[config.mk]
export PLATFORM = sky130hd
export DESIGN_NAME = sha256_padder
export DESIGN_NICKNAME = d
export VERILOG_FILES = /design/src/rtl/sha256_padder.sv
export SDC_FILE = /design/constraint.sdc
export NUM_CORES = 2
export LEC_CHECK = 0
export ABC_AREA = 1
export BUFFER_PORTS_ARGS = -buffer_cell sky130_fd_sc_hd__buf_4
export CORE_MARGIN = 10
export CORE_UTILIZATION = 25
export CTS_CLUSTER_DIAMETER = 60
export DETAILED_ROUTE_END_ITERATION = 7
export PLACE_DENSITY_LB_ADDON = 0.12
export SETUP_SLACK_MARGIN = 0.5
export SLEW_MARGIN = 5
export SYNTH_ARGS = -nofsm -noshare
export SYNTH_HDL_FRONTEND = slang
export SYNTH_SLANG_ARGS = --single-unit
[constraint.sdc]
create_clock -name clk -period 3.1 [get_ports clk]
set_input_delay 0.465 -clock clk [delete_from_list [all_inputs] [get_ports clk]]
set_output_delay 0.465 -clock clk [all_outputs]
set_load 0.005 [all_outputs]
[src/rtl/sha256_padder.sv]
// sha256_padder
// Byte-stream front end for the SHA-256 compression stage. Message bytes are
// packed big-endian into a 512-bit block buffer. At the end of a message, the
// padder appends 0x80, zero fill and the 64-bit big-endian bit length. When
// the tail does not fit, it emits one extra block. Each block is held on M_out
// until downstream accepts it.
//
// Ports
//   clk          system clock, rising edge
//   rst          synchronous reset, active high
//   in_valid     byte-stream valid
//   in_ready     padder can accept a beat (low while rst is high)
//   in_data      message byte
//   in_last      beat ends the message
//   in_empty     with in_last: beat carries no byte, in_data ignored
//   M_out        padded block, byte k at M_out[511-8k -: 8]
//   block_valid  M_out holds a complete block
//   block_ready  downstream consumes the block
//   block_first  block is the first of its message
//   block_last   block is the final padded block of its message
module sha256_padder #(
  parameter int LEN_W = 64
) (
  input  logic         clk,
  input  logic         rst,
  input  logic         in_valid,
  output logic         in_ready,
  input  logic [7:0]   in_data,
  input  logic         in_last,
  input  logic         in_empty,
  output logic [511:0] M_out,
  output logic         block_valid,
  input  logic         block_ready,
  output logic         block_first,
  output logic         block_last
);

  typedef enum logic [0:0] {
    ST_ABSORB = 1'b0,
    ST_EMIT   = 1'b1
  } state_t;

  // Work still owed after the current block is accepted.
  typedef enum logic [1:0] {
    PEND_NONE   = 2'd0,
    PEND_LEN    = 2'd1,  // length-only block
    PEND_PADLEN = 2'd2   // 0x80 + length block
  } pend_t;

  state_t             r_state;
  pend_t              r_pend;
  logic [6:0]         r_c;
  logic [LEN_W-1:0]   r_bitlen;
  logic               r_first_flag;
  logic [511:0]       r_buf;
  logic               r_block_valid;
  logic               r_block_first;
  logic               r_block_last;

  state_t             w_state;
  pend_t              w_pend;
  logic [6:0]         w_c;
  logic [LEN_W-1:0]   w_bitlen;
  logic               w_first_flag;
  logic [511:0]       w_buf;
  logic               w_block_valid;
  logic               w_block_first;
  logic               w_block_last;

  logic               w_accept;
  logic               w_has_byte;
  logic [6:0]         w_n;
  logic [8:0]         w_byte_base;
  logic [8:0]         w_pad_base;
  logic [LEN_W-1:0]   w_bitlen_inc;

  // in_ready depends on rst so that it reads low during the reset cycle itself.
  assign in_ready    = (r_state == ST_ABSORB) & ~rst;
  assign w_accept    = in_valid & in_ready;

  assign M_out       = r_buf;
  assign block_valid = r_block_valid;
  assign block_first = r_block_first;
  assign block_last  = r_block_last;

  // Next-state and datapath update for the absorb/emit sequencer.
  always_comb begin
    w_state       = r_state;
    w_pend        = r_pend;
    w_c           = r_c;
    w_bitlen      = r_bitlen;
    w_first_flag  = r_first_flag;
    w_buf         = r_buf;
    w_block_valid = r_block_valid;
    w_block_first = r_block_first;
    w_block_last  = r_block_last;

    // An empty beat is only meaningful together with in_last.
    w_has_byte   = ~(in_last & in_empty);
    w_n          = r_c + {6'd0, w_has_byte};
    w_byte_base  = 9'd511 - {r_c[5:0], 3'b000};
    w_pad_base   = 9'd511 - {w_n[5:0], 3'b000};
    w_bitlen_inc = r_bitlen + {{(LEN_W-4){1'b0}}, w_has_byte, 3'b000};

    case (r_state)
      ST_ABSORB: begin
        if (w_accept) begin
          if (w_has_byte) begin
            w_buf[w_byte_base -: 8] = in_data;
          end else begin
            w_buf = r_buf;
          end
          w_c      = w_n;
          w_bitlen = w_bitlen_inc;
          if (in_last) begin
            w_state       = ST_EMIT;
            w_block_valid = 1'b1;
            w_block_first = r_first_flag;
            // The buffer is zero outside the written bytes, so zero fill comes for free.
            if (w_n <= 7'd55) begin
              w_buf[w_pad_base -: 8] = 8'h80;
              w_buf[LEN_W-1:0]       = w_bitlen_inc;
              w_block_last           = 1'b1;
              w_pend                 = PEND_NONE;
            end else if (w_n <= 7'd63) begin
              w_buf[w_pad_base -: 8] = 8'h80;
              w_block_last           = 1'b0;
              w_pend                 = PEND_LEN;
            end else begin
              w_block_last           = 1'b0;
              w_pend                 = PEND_PADLEN;
            end
          end else if (w_n == 7'd64) begin
            w_state       = ST_EMIT;
            w_block_valid = 1'b1;
            w_block_first = r_first_flag;
            w_block_last  = 1'b0;
            w_pend        = PEND_NONE;
          end else begin
            w_state = ST_ABSORB;
          end
        end else begin
          w_state = ST_ABSORB;
        end
      end

      ST_EMIT: begin
        if (block_ready) begin
          w_first_flag = 1'b0;
          case (r_pend)
            PEND_LEN: begin
              w_buf            = 512'd0;
              w_buf[LEN_W-1:0] = r_bitlen;
              w_block_last     = 1'b1;
              w_block_first    = 1'b0;
              w_pend           = PEND_NONE;
            end
            PEND_PADLEN: begin
              w_buf            = {8'h80, 504'd0};
              w_buf[LEN_W-1:0] = r_bitlen;
              w_block_last     = 1'b1;
              w_block_first    = 1'b0;
              w_pend           = PEND_NONE;
            end
            default: begin
              // The final block has been consumed, so the next message starts fresh.
              if (r_block_last) begin
                w_bitlen     = {LEN_W{1'b0}};
                w_first_flag = 1'b1;
              end else begin
                w_bitlen     = r_bitlen;
              end
              w_buf         = 512'd0;
              w_c           = 7'd0;
              w_state       = ST_ABSORB;
              w_block_valid = 1'b0;
              w_block_first = 1'b0;
              w_block_last  = 1'b0;
              w_pend        = PEND_NONE;
            end
          endcase
        end else begin
          w_state = ST_EMIT;
        end
      end

      default: begin
        w_state = ST_ABSORB;
      end
    endcase
  end

  // State and datapath registers with synchronous reset.
  always_ff @(posedge clk) begin
    if (rst) begin
      r_state       <= ST_ABSORB;
      r_pend        <= PEND_NONE;
      r_c           <= 7'd0;
      r_bitlen      <= {LEN_W{1'b0}};
      r_first_flag  <= 1'b1;
      r_buf         <= 512'd0;
      r_block_valid <= 1'b0;
      r_block_first <= 1'b0;
      r_block_last  <= 1'b0;
    end else begin
      r_state       <= w_state;
      r_pend        <= w_pend;
      r_c           <= w_c;
      r_bitlen      <= w_bitlen;
      r_first_flag  <= w_first_flag;
      r_buf         <= w_buf;
      r_block_valid <= w_block_valid;
      r_block_first <= w_block_first;
      r_block_last  <= w_block_last;
    end
  end

endmodule

==> impl_metrics.yaml <==
run_status:
  status: "completed"
critical_path:
  cp_slowest_cell: "o21ai_1"
  slowest_delay_ns: 0.72
  timing.critical_path.required_ns: 3.70
  worst-path-max-fanout: 158
  crit_path_end_kind: "flip-flop"
  r2r-end: "M_out[129]$_SDFFE_PP0P_"
  arrival_ns: 3.11
  crit_family: "compound AO/OA/AOI/OAI gates"
  crit_buf_inv: 1
  critPathKind: "reg -> reg"
  worst_r2r_path_depth: 6
  r2r-start: "r_state$_SDFF_PP0_"
  crit_chain: "nor2_1 -> nand2_4 -> buf_12 -> o21ai_1 -> o211ai_1 -> a21oi_1"
  startpoint_type: "flip-flop"
  reg2reg_slack_ns: 0.59
clock_network:
  cts_tree: "built"
  numCtsBuffers: 96
  cts.sinks: 587
  htree_levels: 3
  cts_root_buf: "clkbuf_16"
  cts_buffer_depth: 3
  cts.clk_slew.worst_paths_ns: 0.05
  clock_latency_ns: 0.69
timing:
  hold_viol: 0
  rsz0062_at_grt: "true"
  fin_skew_ns: 0.0224
  finalCritPeriodShare: 0.811
  relSlewSlack: 0.147
  period_minus_slack_ns: 2.51
  maxSlewViolCount: 0
  setup_viol: 0
  worst_slack_ns: 0.586
  worst_pin_slew_ns: 1.28
  max_freq_ghz: 0.398
synthesis:
  ys_warn_count: 0
  synth_area_leaders: "dfxtp_1, nand2_1, a21oi_1"
  ys_seq_area_frac: 0.382
  syn_nets: 4640
  syn_area_per_cell_sq_um: 6.66
  ys_types: 39
  synth_top_area_frac: 0.382
  synth-seq-cells: 587
  syn-cell-area_sq_mm: 0.0308
  synthCells: 4618
  synth_area_leader_cell: "dfxtp_1"
run:
  cap_violations: 0
power:
  p_leak_nw: 15.6
  power_density_mw_per_mm2: 506
  pwr-share-seq: 0.370
  power_switching_mw: 5.64
  combPwrFrac: 0.078
  p_int_mw: 15.2
  p_sw_frac: 0.270
  ir_drop_v: 0.000456
  finalPower_mw: 20.9
  clkPwrFrac: 0.552
global_routing:
  grt_pass1_vias: 32400
  antenna_found_initial: 4
  grt_max_degree: 218
  grt_pass1_wl_microns: 234000
  grtUsageTotal: 0.225
  overflow: 0
layout:
  n_antenna_cell: 0
  area_growth_pct: 34.1
  final_cell_mix: "nand2_1, a21oi_1, buf_4"
  fin_nets: 5145
  final_common_cell: "nand2_1"
  stdcell_area_sq_mm: 0.0413
  drive_above_1_share: 0.201
floorplan:
  die_w_microns: 371
  start_util: 0.252
  core_area_sq_mm: 0.122
  ios: 530
  rows: 128
  die_h_microns: 371
  die_area_sq_mm: 0.138
place:
  placed_area_sq_mm: 0.0373
  gp_congestion: 0.875
  dp_slack_ns: -0.371
  dp_hpwl_microns: 111000
  io_buffers: 529
route:
  wirelength_microns: 165000
  highest_layer: "met4"
  avgRoutedWirePerCell_microns: 24.2
  drc: 0
  met1_length_microns: 72200
  avgViaCountPerCell: 5.10
  firstDrtPassIters: 5
  wl_met2_microns: 76300
  num_vias: 34800
  detail-route-antenna-nets: 0
  wl_met3_microns: 12900
  dr.first_iter.drc_count: 3073
min_path:
  hold_start: "rst"
  hold-path-cell-count: 2
  hold_end: "M_out[335]$_SDFFE_PP0P_"
  hold_path.class: "in -> reg"
state kept, by name, indices dropped and copies added, names as in the netlist:
name,flops
block_first,1
r_pend,2
r_c,7
block_last,1
r_first_flag,1
r_state,1
block_valid,1
M_out,512
r_bitlen,61
power by group through the flow:
stage	clock [mW]	sequential, mW	combinational [mW]
5_1_grt	12.0	7.73	1.76
3_5_place_dp	0	7.89	1.62
6_report	11.5	7.73	1.64
2_1_floorplan	0	7.85	0.823
3_3_place_gp	0	7.89	1.63
4_1_cts	11.7	7.72	1.62
layer usage:
layer | vias to the layer above | GRT usage
li1 | 16800 | -
met1 | 16700 | 0.294
met2 | 1151 | 0.368
met3 | 170 | 0.0586
met4 | 0 | 0.0538
met5 | - | 0
through the flow:
stage / util / cells / hold WS [ns] / setup TNS (ns)
after floorplan: - / 4618 / 0.443 / 0
after global placement: 0.305 / 6618 / 0.455 / -21.16
after detailed placement: 0.305 / 6618 / 0.459 / -19.06
after CTS: 0.334 / 6795 / 0.0120 / 0
after global routing: 0.338 / 6824 / 0.0333 / 0
final: 0.338 / 6824 / 0.0608 / 0
kinds of logic (layout without fill, tap and decap cells):
family | after synthesis | after routing | share of synthesized area
DFF | 587 | 587 | 0.382
adders and majority gates | 8 | 8 | 0.00325
and+or+nand+nor | 1930 | 1930 | 0.258
buffers and inverters | 731 | 1312 | 0.0928
xor gates and xnor gates | 26 | 26 | 0.00740
muxes | 2 | 2 | 0.000650
AOI/OAI and AO/OA | 1334 | 1334 | 0.256
final cells by class:
| type | instances | area [sq um] |
|---|---|---|
| multi-input combinational | 3300 | 16500 |
| inverter | 373 | 1420 |
| sequential | 587 | 11800 |
| fill | 13200 | 80800 |
| clock inverter | 50 | 709 |
| clock buffer | 124 | 2650 |
| timing repair buffer | 765 | 6220 |
| tap | 1625 | 2030 |
worst max path at each step:
| stage | to | slack, ns | start | cells after the start |
|---|---|---|---|---|
| after global placement | M_out[463]$_SDFFE_PP0P_ | -0.38 | in_last | 17 |
| after floorplan | M_out[92]$_SDFFE_PP0P_ | 0.70 | in_empty | 14 |
| final | M_out[129]$_SDFFE_PP0P_ | 0.59 | r_state$_SDFF_PP0_ | 6 |
| after detailed placement | M_out[203]$_SDFFE_PP0P_ | -0.37 | in_last | 15 |
| after global routing | M_out[177]$_SDFFE_PP0P_ | 0.48 | r_c[4]$_SDFFE_PP0P_ | 9 |
| after CTS | M_out[407]$_SDFFE_PP0P_ | 0.50 | r_c[0]$_SDFFE_PP0P_ | 14 |
synthesized netlist by cell type (all sizes together):
cell type,instances
o21bai,1
dfxtp,587
nand3,201
buf,86
inv,363
o22ai,2
o31ai,7
o2111ai,189
o211ai,179
a2bb2oi,2
nand3b,3
nand4,110
a31oi,1
nor3b,1
clkbuf,272
clkinv,10
a21oi,757
o21ai,196
mux2i,2
xnor2,6
nor3,18
or2,7
xor2,20
nor2,253
ha,8
nand2,1337
what timing repair did:
action                     4_1_cts  5_1_grt
hold buffers                     0        0
pin swaps                        2       14
setup buffers                    3       22
gates resized for setup         19       68
cloned                           0        7
setup endpoints to repair      383      411
Power figures use the tool's default switching activity.
